===== config.mk =====
export PLATFORM = sky130hd
export DESIGN_NAME = decode_regfile
export DESIGN_NICKNAME = d
export VERILOG_FILES = /design/src/rtl/decode_regfile.sv
export SDC_FILE = /design/constraint.sdc
export NUM_CORES = 2
export LEC_CHECK = 0
export BUFFER_PORTS_ARGS = -buffer_cell sky130_fd_sc_hd__buf_2
export CAP_MARGIN = 20
export CORE_ASPECT_RATIO = 2
export CORE_MARGIN = 3
export CORE_UTILIZATION = 40
export DETAILED_ROUTE_END_ITERATION = 8
export HOLD_SLACK_MARGIN = 0.05
export SLEW_MARGIN = 20
export SYNTH_ARGS = -nofsm -noshare
export SYNTH_HDL_FRONTEND = slang
export SYNTH_SLANG_ARGS = --single-unit

===== constraint.sdc =====
create_clock -name clk -period 5.4 [get_ports clk]
set_clock_uncertainty 0.05 [all_clocks]
set_input_delay 0.27 -clock clk [delete_from_list [all_inputs] [get_ports clk]]
set_output_delay 0.27 -clock clk [all_outputs]
set_load 0.05 [all_outputs]

===== src/rtl/decode_regfile.sv =====
// decode_regfile: decode-side register file with pending-write scoreboard.
// Receives writebacks (wb_reg_*), serves two combinational read ports
// (rs1/rs2) and flags read-after-write hazards against outstanding writes.
// Ports:
//   clk, rst                  clock, synchronous active-low reset
//   wb_reg_en/id/data         writeback register write
//   rs1_id/rs2_id, rs*_used   read indices and use flags of decoded instr
//   rs1_data/rs2_data         read data
//   issue_en/issue_rd         instruction leaving decode marks rd busy
//   raw_hazard                decode must stall
//   busy_mask                 scoreboard, bit i = write to reg i pending
// Macro REGFILE_BYPASS_EN: forwards same-cycle writeback data to the read
// ports and releases the hazard in the writeback cycle.
module decode_regfile #(
    parameter int DATA_W = 32,
    parameter int ADDR_W = 5
) (
    input  logic                 clk,
    input  logic                 rst,
    input  logic                 wb_reg_en,
    input  logic [ADDR_W-1:0]    wb_reg_id,
    input  logic [DATA_W-1:0]    wb_reg_data,
    input  logic [ADDR_W-1:0]    rs1_id,
    input  logic [ADDR_W-1:0]    rs2_id,
    input  logic                 rs1_used,
    input  logic                 rs2_used,
    output logic [DATA_W-1:0]    rs1_data,
    output logic [DATA_W-1:0]    rs2_data,
    input  logic                 issue_en,
    input  logic [ADDR_W-1:0]    issue_rd,
    output logic                 raw_hazard,
    output logic [2**ADDR_W-1:0] busy_mask
);
    localparam int N = 2**ADDR_W;

    logic [DATA_W-1:0] regs_q [N];
    logic [N-1:0]      busy_q, busy_d, busy_eff, clr_mask, set_mask;
    logic [DATA_W-1:0] rd1, rd2;
    logic              wb_wr;

    assign wb_wr    = wb_reg_en && (wb_reg_id != '0);
    assign clr_mask = wb_wr ? (N'(1) << wb_reg_id) : '0;
    assign set_mask = (issue_en && (issue_rd != '0)) ? (N'(1) << issue_rd) : '0;
    // set applied after clear: a newer issuer owns the register
    assign busy_d   = (busy_q & ~clr_mask) | set_mask;

    always_ff @(posedge clk) begin
        if (!rst) begin
            for (int i = 0; i < N; i++) regs_q[i] <= '0;
            busy_q <= '0;
        end else begin
            if (wb_wr) regs_q[wb_reg_id] <= wb_reg_data;
            busy_q <= busy_d;
        end
    end

    assign rd1 = (rs1_id == '0) ? '0 : regs_q[rs1_id];
    assign rd2 = (rs2_id == '0) ? '0 : regs_q[rs2_id];

`ifdef REGFILE_BYPASS_EN
    assign busy_eff = busy_q & ~clr_mask;
    assign rs1_data = (wb_wr && wb_reg_id == rs1_id) ? wb_reg_data : rd1;
    assign rs2_data = (wb_wr && wb_reg_id == rs2_id) ? wb_reg_data : rd2;
`else
    assign busy_eff = busy_q;
    assign rs1_data = rd1;
    assign rs2_data = rd2;
`endif

    assign raw_hazard = (rs1_used & busy_eff[rs1_id]) | (rs2_used & busy_eff[rs2_id]);
    assign busy_mask  = busy_q;
endmodule


==> summary.txt <==
Status
  – Status: finished, final reports clean

Synth
  – Register area share after synthesis: 0.5618
  – Yosys cell types: 37
  – Mapped Area: around 0.056 mm2
  – #FFs+latches synth: 1,056
  – Synthesized area per cell: 16.14 um2
  – Area leader, netlist: edfxtp_1
  – Synth area leaders: edfxtp_1, mux4_2, and2_1, clkbuf_1, dfxtp_1
  – Post-synthesis cell count: 3,462
  – Yosys warnings: 0
  – Area share of the largest cell type after synthesis: 0.5503

Finish
  – Most common cell after layout, fill and taps aside: edfxtp_1
  – Fin nets: 3,551
  – Layout fillers: approximately 12,000
  – Multi-input logic area: 0.02315 mm2
  – Finished Core Util: 0.4488
  – Share of cells above drive strength 1: 0.3132
  – Register area: 0.03139 mm2
  – Commonest cells after routing, fill and taps aside: edfxtp_1, and2_1, mux4_2, buf_2, clkbuf_16
  – Layout overhead on the synthesized area: 11.33%

Setup path
  – Crit path max fanout: 55
  – R2r setup slk: 4.57 ns
  – Crit path kind: in2out
  – CP required: 5.08 ns
  – Critical path arrival: 3.00 ns
  – Startpoint Class: input port
  – Worst Setup End Kind: output pin

Routing
  – Post-DR wirelength/cell: 34.52 um
  – DR vias/cell: a little over 6
  – Post-route DRC: 0
  – Pre-antenna DRT Iters: 5
  – Vias: 33,167
  – DRT iter0 DRCs: 4,185
  – Final ANT Viol Nets: 0
  – DRT Wirelength: 187.1 mm

STA
  – Slew @ Worst Pin: 1.143 ns
  – F_max: 301.1 MHz
  – Tcrit/Tclk final: 0.6149
  – Normalized max-slew margin: 0.2351
  – Max Slew Vio Count: 0
  – Worst hold slack: 0.1169 ns
  – RSZ-0062 raised after global routing: false
  – Final setup viols: 0
  – Post-layout min period: 3.321 ns
  – Sum Neg Setup Slack: 0 ns
  – Count of final hold-check violations: 0

Clock network
  – Post-CTS Resized: 0
  – # clock sinks: 1,056
  – Clock-pin slew on the worst setup and hold paths: 0.07 ns
  – CTS tree: yes
  – TritonCTS Buffers: 91
  – Htree depth: 3
  – Cts hold-fix bufs: 8
  – Clock root cell: clkbuf_16
  – Max Buffers Root-to-Sink: 3
  – Insertion delay to the later sink of the worst-skew pair: approximately 0.70 ns
  – Setup bufs post-CTS: 0

Floorplan
  – I/O Pins: 155
  – Chip height: 534.6 um
  – Starting Density: 0.4031
  – Die Area: 0.1445 mm2
  – Die width: roughly 270 um
  – Num rows: 193
  – Core area: 0.1386 mm2

Pwr
  – Clock power frac: 0.354
  – P_int: 0.01416 W
  – Pleak: 20.91 nW
  – Cell Pwr Density: between 300 and 400 mW/mm2
  – Flop pwr share: 0.504
  – Combinational share of power: 0.141
  – Sw Ratio: 0.2594
  – Total power: 0.01912 W
  – Max rail drop VDD: 0.2468 mV
  – Switch Pwr: 0.004961 W

Run
  – Max-Cap Viols: 0

Placed design
  – Post-DP HPWL: roughly 110 mm
  – Final GP Congestion: 0.8235
  – I/O Buffers: 154

GRT
  – First-pass GRT wire length: about 260 mm
  – Tot GR Track Use: 0.2584
  – Initial antenna violation count: 20
  – Vias in the first global route: 35,011
  – Total grt overflow: 0
  – Pin count of the biggest net entering global routing: 83

Hold path
  – Hold crit path type: in2reg
==> flip-flops by register name (all words and copies together) (netlist names) <==
name,flops
busy_mask,32
regs_q,1024
==> worst max-delay path, cell delays in order <==
cell and delay, ns:
buf_8 0.54, buf_12 0.33, mux4_2 0.55, mux4_2 0.47
nand2_1 0.20, o21ai_1 0.22, buf_2 0.30
==> logic make-up (layout without fill, tap and decap cells) <==
group | Yosys count | in the layout | share of synthesized area
simple gates | 1146 | 1146 | 0.1233
flops | 1056 | 1056 | 0.5618
mux | 662 | 662 | 0.2657
buf+inv | 464 | 531 | 0.03618
compound gates | 133 | 133 | 0.01301
other cells | 1 | 40 | 0.00006711
==> worst paths after layout <==
check / end / depth (start not counted) / start
setup / recovery: rs2_data[3] / 7 / rs2_id[0]
hold / removal: busy_mask[31]$_SDFF_PN0_ / 3 / issue_en
setup reg to reg: busy_mask[1]$_SDFF_PN0_ / 2 / busy_mask[1]$_SDFF_PN0_
hold reg to reg: busy_mask[4]$_SDFF_PN0_ / 2 / busy_mask[4]$_SDFF_PN0_
==> cells in the mapped netlist <==
cell and number:
or3b_2 2, buf_1 27, o211ai_1 1, conb_1 1, dfxtp_1 32, nand3b_1 5
nand2_1 79, nand3_1 11, or4_1 1, and2_1 993, o21ai_1 64, o22ai_1 30
nor2b_1 6, nor4_1 1, nor2_1 29, o41ai_1 1, a311o_1 1, a22oi_1 1
buf_4 33, clkinv_1 24, or2_1 1, o2111ai_1 1, o22a_1 1, nor3_1 8
mux2i_1 4, nand2b_1 5, buf_6 17, mux4_2 657, buf_2 23, mux2_2 1
a21o_1 1, inv_1 75, nand4_1 4, edfxtp_1 1024, or3_1 1, o21ai_0 32
clkbuf_1 265
==> stage by stage <==
step	area [um2]	std cells	worst slack (ns)
after floorplan	56000	3493	1.547
after global placement	59150	5242	2.044
after detailed placement	59180	5243	2.025
after CTS	62160	5411	2.019
after global routing	62190	5413	1.911
final	62210	5420	2.079
==> metal layers <==
layer,GRT usage,up-vias,share of wire,wire [um]
met4,0.1123,10,0.047,8880
met5,0,-,0.00033,61
met3,0.04634,472,0.081,15180
met2,0.4557,1759,0.52,96620
li1,-,13302,-,-
met1,0.3111,17624,0.35,66340
==> power groups by stage <==
stage	Clock, W	Combinational, W	Sequential [W]
after floorplan	0	0.00180	0.00977
after global placement	0	0.00269	0.00979
after detailed placement	0	0.00270	0.00982
after CTS	0.00683	0.00271	0.00964
after global routing	0.00710	0.00280	0.00970
final	0.00677	0.00271	0.00965
==> cell type report <==
cell class              count  share of cell area
inverters                  99            0.005973
diodes                      8           0.0003218
repair buffers            272             0.03298
well taps                1852             0.03725
clock inverters            53            0.008809
multi-input cells        1973              0.3722
clock buffers             107             0.03791
flip-flops and latches   1056              0.5046
No activity file was read; power rests on OpenSTA's default activity.
